`config.mk`:
```
export PLATFORM = sky130hd
export DESIGN_NAME = jtopl_i2s_tx
export DESIGN_NICKNAME = d
export VERILOG_FILES = /design/src/rtl/jtopl_i2s_tx.sv
export SDC_FILE = /design/constraint.sdc
export NUM_CORES = 1
export LEC_CHECK = 0
export ABC_CLOCK_PERIOD_IN_PS = 2800
export BUFFER_PORTS_ARGS = -buffer_cell sky130_fd_sc_hd__buf_2
export CAP_MARGIN = 20
export CORE_MARGIN = 3
export CORE_UTILIZATION = 50
export DETAILED_ROUTE_END_ITERATION = 7
export GPL_ROUTABILITY_DRIVEN = 0
export HOLD_SLACK_MARGIN = 0.03
export PLACE_DENSITY = 0.7
export SETUP_SLACK_MARGIN = 0.05
export SLEW_MARGIN = 40
export SYNTH_ARGS = -nofsm -noshare
export SYNTH_HDL_FRONTEND = slang
export SYNTH_SLANG_ARGS = --single-unit
export TNS_END_PERCENT = 1
```
`constraint.sdc`:
```
create_clock -name clk -period 2.8 [get_ports clk]
set_input_delay 0.7 -clock clk [delete_from_list [all_inputs] [get_ports clk]]
set_output_delay 0.7 -clock clk [all_outputs]
set_load 0.02 [all_outputs]
```
`src/rtl/jtopl_i2s_tx.sv`:
```
// rtl/jtopl_i2s_tx.sv - mono sample FIFO feeding an I2S stereo serialiser
module jtopl_i2s_tx #(
  parameter int W   = 16,
  parameter int DIV = 4,
  parameter int AW  = 2
) (
  input  logic          clk,
  input  logic          rst_n,
  input  logic [W-1:0]  sample,
  input  logic          sample_vld,
  input  logic          mute,
  input  logic          clr,
  output logic          sck,
  output logic          ws,
  output logic          sd,
  output logic [AW:0]   fifo_cnt,
  output logic          overrun,
  output logic          underrun
);

  localparam int DEPTH = 1 << AW;
  localparam int DW    = (DIV > 1) ? $clog2(DIV) : 1;
  localparam int BW    = $clog2(2 * W);

  logic [DW-1:0]    dcnt;
  logic [BW-1:0]    bcnt;
  logic [BW-1:0]    bcnt_nx;
  logic [W-1:0]     mem [DEPTH];
  logic [AW-1:0]    rd_ptr;
  logic [AW-1:0]    wr_ptr;
  logic [W-1:0]     last;
  logic [2*W-1:0]   shreg;
  logic [W-1:0]     head;
  logic [W-1:0]     frame_word;
  logic             div_end;
  logic             fall_tick;
  logic             load;
  logic             empty;
  logic             full;
  logic             pop;
  logic             push_ok;

  // Divider, slot sequencing and FIFO decisions; the pop is judged on pre-cycle occupancy
  always_comb begin
    div_end    = (dcnt == DW'(DIV - 1));
    fall_tick  = div_end & sck;
    bcnt_nx    = (bcnt == BW'(2 * W - 1)) ? '0 : bcnt + 1'b1;
    load       = fall_tick & (bcnt_nx == BW'(1));
    empty      = (fifo_cnt == '0);
    full       = (fifo_cnt == (AW+1)'(DEPTH));
    pop        = load & ~empty;
    push_ok    = sample_vld & (~full | pop);
    head       = mem[rd_ptr];
    frame_word = mute ? '0 : (empty ? last : head);
  end

  // Bit clock generation: sck toggles every DIV clk cycles
  always_ff @(posedge clk or negedge rst_n) begin
    if (!rst_n) begin
      dcnt <= '0;
      sck  <= 1'b0;
    end else begin
      dcnt <= div_end ? '0 : dcnt + 1'b1;
      if (div_end) sck <= ~sck;
    end
  end

  // Slot counter, word select and serial data all move on the sck falling tick
  always_ff @(posedge clk or negedge rst_n) begin
    if (!rst_n) begin
      bcnt  <= '0;
      ws    <= 1'b0;
      sd    <= 1'b0;
      shreg <= '0;
    end else if (fall_tick) begin
      bcnt <= bcnt_nx;
      ws   <= (bcnt_nx >= BW'(W));
      if (load) begin
        shreg <= {frame_word, frame_word};
        sd    <= frame_word[W-1];
      end else begin
        shreg <= {shreg[2*W-2:0], 1'b0};
        sd    <= shreg[2*W-2];
      end
    end
  end

  // FIFO storage; contents need no reset since occupancy gates every read
  always_ff @(posedge clk) begin
    if (push_ok) mem[wr_ptr] <= sample;
  end

  // FIFO pointers, occupancy and the repeat-on-empty sample
  always_ff @(posedge clk or negedge rst_n) begin
    if (!rst_n) begin
      rd_ptr   <= '0;
      wr_ptr   <= '0;
      fifo_cnt <= '0;
      last     <= '0;
    end else begin
      if (pop) begin
        rd_ptr <= rd_ptr + 1'b1;
        last   <= head;
      end
      if (push_ok) wr_ptr <= wr_ptr + 1'b1;
      case ({push_ok, pop})
        2'b10:   fifo_cnt <= fifo_cnt + 1'b1;
        2'b01:   fifo_cnt <= fifo_cnt - 1'b1;
        default: fifo_cnt <= fifo_cnt;
      endcase
    end
  end

  // Sticky error flags; a set event outranks a simultaneous clear
  always_ff @(posedge clk or negedge rst_n) begin
    if (!rst_n) begin
      overrun  <= 1'b0;
      underrun <= 1'b0;
    end else begin
      overrun  <= (sample_vld & full & ~pop) | (overrun & ~clr);
      underrun <= (load & empty) | (underrun & ~clr);
    end
  end

endmodule

```
; ---- Word-level counts from Yosys, hierarchy flattened
; Memory sizes are Yosys's and may differ from the RTL's.
; Cells that the tools add are included.
[word_totals]
wordCells = 54
ram_bits = 64
output_inout_bits = 8
mem_bits_ro = 0
ff_bits = 66
in_bits = 21
mem_count = 1
latchBits = 0
[classes]
n_reduce_logical = 2
n_mul = 0
magnitude_cmp = 1
shift = 0
div = 0
n_addsub = 6
eq_ne = 6
n_mux = 9
bitwise_logic = 17
[memory_table]
columns = name, depth, word_bits, rd, rd_clocked_by_memory_dff, wr, line
row1 = mem, 4, 16, 1, 0, 1, 28  ; logic [W-1:0] mem [DEPTH];
[op_table]
columns = operator, n
row1 = 2-to-1 mux 16 bit, 2
row2 = 2-to-1 mux 31 bit, 1
row3 = bitwise AND 1 bit, 9
row4 = "adder 2 x 1 -> 2 bit, second input constant", 3
row5 = case mux 3 bit (2 select lines), 1
row6 = "adder 5 x 1 -> 5 bit, second input constant", 1
row7 = "== test 5 x 1 -> 1 bit, second input constant", 1
row8 = "== test 5 bit, second input constant", 1
row9 = ">= comparator 5 bit, second input constant", 1
row10 = 2-to-1 mux 5 bit, 1
row11 = inverter 1 bit, 5
row12 = "== test 2 bit, second input constant", 2
row13 = "adder 3 x 1 -> 3 bit, second input constant", 1
row14 = "== test 3 bit, second input constant", 1
row15 = logical NOT 3 bit, 1
row16 = 2-to-1 mux 1 bit, 3
row17 = OR 1 bit, 3
row18 = "subtractor 3 x 1 -> 3 bit, second input constant", 1
row19 = "== test 2 x 1 -> 1 bit, second input constant", 1
row20 = 2-to-1 mux 2 bit, 1
row21 = nonzero test 2 bit, 1

; ---- Longest topological paths before layout
[depth]
depth_word = 9
depth_mapped = 13
ltp_nobuf = 11

; ---- Least setup slack after synthesis
; Ideal clock, no wire load.
[synth_timing]
path_kind = reg2reg
from = register bcnt[0]
to = register fifo_cnt[2]
setup_time_ps = 78
n_path_buf = 2
path_slack_ps = 66
arrival_ps = 2657
path_stages_with_launch = 13
required_ps = 2722
cell_sequence = dfrtp_1 > ha_1 > and3_1 > ha_1 > nor3b_2 > and4_1 > buf_6 > buf_8 > nand2_1 > fa_1 > nand2b_1 > mux2i_1 > o2bb2ai_1
[synth_between]
elab_chain_cells = 9
word_cells_on_any_way = 12
classes_between = 1 x add/sub / 4 x eq/ne / 2 x mux / 4 x bitwise / 1 x reduce/logical
[synth_rtl]
columns = element, line
row1 = "start, declared", 26  ; logic [BW-1:0] bcnt;
row2 = "start signal, assigned", 76  ; bcnt <= bcnt_nx;
row3 = adder 5 x 1 -> 5 bit / == test 5 bit (equally long branches), 47  ; bcnt_nx = (bcnt == BW'(2 * W - 1)) ? '0 : bcnt + 1'b1;
row4 = 2-to-1 mux 5 bit *, 47
row5 = via bcnt_nx[4], 27  ; logic [BW-1:0] bcnt_nx;
row6 = == test 5 x 1 -> 1 bit *, 48  ; load = fall_tick & (bcnt_nx == BW'(1));
row7 = bitwise AND 1 bit *, 48
row8 = bitwise AND 1 bit *, 51  ; pop = load & ~empty;
row9 = OR 1 bit, 52  ; push_ok = sample_vld & (~full | pop);
row10 = bitwise AND 1 bit, 52
row11 = == test 2 x 1 -> 1 bit / == test 2 bit (equally long branches), 106  ; case ({push_ok, pop})
row12 = case mux 3 bit (2 select lines) / nonzero test 2 bit (equally long branches), -
row13 = "end signal, assigned", 107  ; 2'b10: fifo_cnt <= fifo_cnt + 1'b1;
row14 = "end signal, assigned", 108  ; 2'b01: fifo_cnt <= fifo_cnt - 1'b1;
row15 = "end signal, assigned", 109  ; default: fifo_cnt <= fifo_cnt;
row16 = "end, declared", 16  ; output logic [AW:0] fifo_cnt,
; The timed path passes the listed nets; every way through them passes the cells marked *.
; A chain may end at the register's enable or synchronous reset.

; ---- Final worst setup path
; Ends and elaborated chain as after synthesis.

==> flow_summary.ini <==
[synthesis]
synth_edf_count = 64
ys_warn_count = 0
ys_types = 36
synth_top_area_share_pct = 35.22
synth_nets = 411
synthCells = 381
syn_area_per_cell_um2 = 14.32
ys_top_cells_by_area = edfxtp_1 35%, dfrtp_1 30%, mux4_2 6.6%
synth_flop_cell = dfrtp_1
synth_area_um2 = 5456
synth_seq_cells = 129
ys_seq_area_share_pct = 65.03
ys_async_sr_fraction_pct = 50.39
synth_area_leader_cell = edfxtp_1

[sta]
tns_ns = 0
fmax_ghz = 0.3864
relSlewSlack_pct = 47.04
setup_violations = 0
worst_pin_slew_ns = 0.7943
hold_viol = 0
drv_slew = 0
fin_skew_ns = 0.008987
finalCritPeriodShare_pct = 92.42
min_period_ns = 2.588
setup_ws_ns = 0.2122
rsz0062_at_grt = false

[die]
initial_core_util_pct = 52.15
fp.dieW_um = 110.5
die-area_um2 = 12200
die_h_um = 110.5
ios = 29
core_um2 = 10460
rows = 37

[clock_network]
clock_latency_ns = 0.52
clkSinkCount = 129
clk_pin_slew_worst_paths_ns = 0.06
root_buffer = clkbuf_8
cts_max_path_buffers = 2
cts_made_buffers = 17
cts_tree = done
htree_levels = 4

[finish]
area_growth_pct = 16.05
fin_cells = 571
drive_gt1_share_pct = 26.21
fin_area_um2 = 6332
fillers = 804
fin_nets = 452
insertedDiodeCount = 0
utilization_pct = 60.52

[grt]
met1_usage_pct = 21.98
grt_max_degree = 66
track_usage_pct = 15.81
use_met3_pct = 4.658
grt_busiest_layer = met2
grt_pass1_wl_um = 15340
gr-total-overflow = 0
gr-usage-met2_pct = 23.50
first_global_vias = 3066
grt_antenna_before_repair = 0

[critical_path]
required_ns = 3.23
cp.arrival_ns = 3.02
crit_path_frequent_cell = ha_1
slowest_stage = dfrtp_1
path_class = reg -> reg
end_kind = register
cp_cell_sequence = ha_1, and3_1, ha_1, nor3b_2, and4_1, nand2_1, fa_1, nand2b_1, mux2i_1, o2bb2ai_1
cpPeakStageDelay_ns = 0.42
crit_path_max_fanout = 4
start_kind = register

[place]
post-dp-hpwl_um = 5681
dpl_cell_area_um2 = 5767
placement.io_buffers = 28
dp.cells = 536
pre_cts_ws_ns = 0.2143

[route]
final_antenna_net_count = 0
drt_iter0_markers = 159
wl_per_cell_um = 15.91
viasPerCell = 5.378
num_vias = 3071
drt-total-wl_um = 9083
route.detailed.drc = 0
drt-pass1-iter-count = 4

[status]
status = completed

[pwr]
powerDensity_nw_per_um2 = 889.2
ir_drop_mv = 0.5497
cellLeakagePower_nw = 2.622

[flow_run]
cap_violations = 0

[worst_hold_path]
hold_class = in -> async
area by class of cell:
type | instances | area, um^2 | area share (%)
multi-input cells | 221 | 1727 | 27.27
clock buffers | 17 | 414.1 | 6.540
clock inverters | 15 | 125.1 | 1.976
repair buffers | 44 | 314.1 | 4.959
flip-flops and latches | 129 | 3548 | 56.04
well taps | 136 | 170.2 | 2.687
inverters | 9 | 33.78 | 0.5335
cell usage after synthesis (2+ instances only):
cell type and count:
o21ai_0 5, buf_2 4, mux4_2 16, or3_1 16, nor2b_1 2, o22ai_1 2
nand2_1 13, and2_1 5, mux2_2 17, buf_6 6, nor2_1 35, ha_1 8
mux2i_1 18, xnor2_1 4, clkbuf_1 7, inv_1 9, nand2b_1 2, a41o_1 2
a21oi_1 62, xor2_1 3, buf_1 3, dfrtp_1 65, edfxtp_1 64
layout by cell type, fill, tap and decap left out, types with 2 or more instances in the layout:
cell type / instances
a21oi_1: 62
and2_1: 5
buf_4: 11
o22ai_1: 2
mux2i_1: 18
o21ai_0: 5
ha_1: 8
dfrtp_1: 65
inv_6: 5
edfxtp_1: 64
buf_12: 4
inv_1: 9
a41o_1: 2
nand2b_1: 2
xor2_1: 3
mux4_2: 16
clkinvlp_4: 4
mux2_2: 17
or3_1: 16
nor2b_1: 2
inv_8: 3
clkbuf_16: 16
xnor2_1: 4
nand2_1: 13
nor2_1: 35
buf_2: 28
layer usage:
layer	wire (um)	vias up
met1	4120	1525
li1	-	1471
met4	58	0
met3	388	4
met2	4515	71
met5	0	-
through the flow:
stage	power (mW)	hold slack, ns
2_1_floorplan	3.342	0.4031
3_3_place_gp	3.647	0.4141
3_5_place_dp	3.698	0.4209
4_1_cts	5.690	0.3596
5_1_grt	5.907	0.3063
6_report	5.630	0.2472
state kept, by name, indices dropped and copies added (netlist names):
register  count
fifo_cnt      3
wr_ptr        2
sck           1
rd_ptr        2
bcnt          4
last         16
underrun      1
mem          64
shreg        31
ws            1
sd            1
overrun       1
dcnt          2
worst max-delay path, delay by kind of cell, from the launching register on:
kind                       cells  cell delay [ns]
adders and majority gates      3             0.93
and+or+nand+nor                5             0.85
DFF                            1             0.42
muxes                          1             0.16
AOI/OAI and AO/OA              1             0.14
where the power goes:
part	internal (mW)	switching (mW)	leakage (nW)
Combinational	0.527	0.555	0.952
Clock	1.11	0.866	0.255
Sequential	2.41	0.156	1.41
Total	4.05	1.58	2.62
repair_timing:
| action | CTS | global route |
|---|---|---|
| hold buffers | 0 | 0 |
| resized for setup | 0 | 0 |
| endpoints found under the setup margin | 0 | 1 |
| setup buffers | 0 | 3 |
path summary, 6_finish.rpt:
kind | depth (start not counted) | slack [ns] | end | startpoint
setup / recovery | 10 | 0.21 | fifo_cnt[2] | bcnt[0]
hold / removal | 2 | 0.25 | shreg[3] | rst_n
setup reg to reg | 10 | 0.21 | fifo_cnt[2] | bcnt[0]
hold reg to reg | 1 | 0.43 | dcnt[0] | dcnt[0]
max in group asynchronous | 2 | 2.11 | sd | rst_n
min in group clk | 2 | 0.39 | underrun | clr
kinds of logic after synthesis:
| family | share of synthesized area [%] |
|---|---|
| fa+ha+maj | 2.201 |
| xor+xnor | 1.124 |
| flops | 65.03 |
| mux | 13.83 |
| buf+inv | 3.325 |
| compound gates | 7.063 |
| simple gates | 7.430 |
Note: power is estimated with default switching activity, not from simulation.
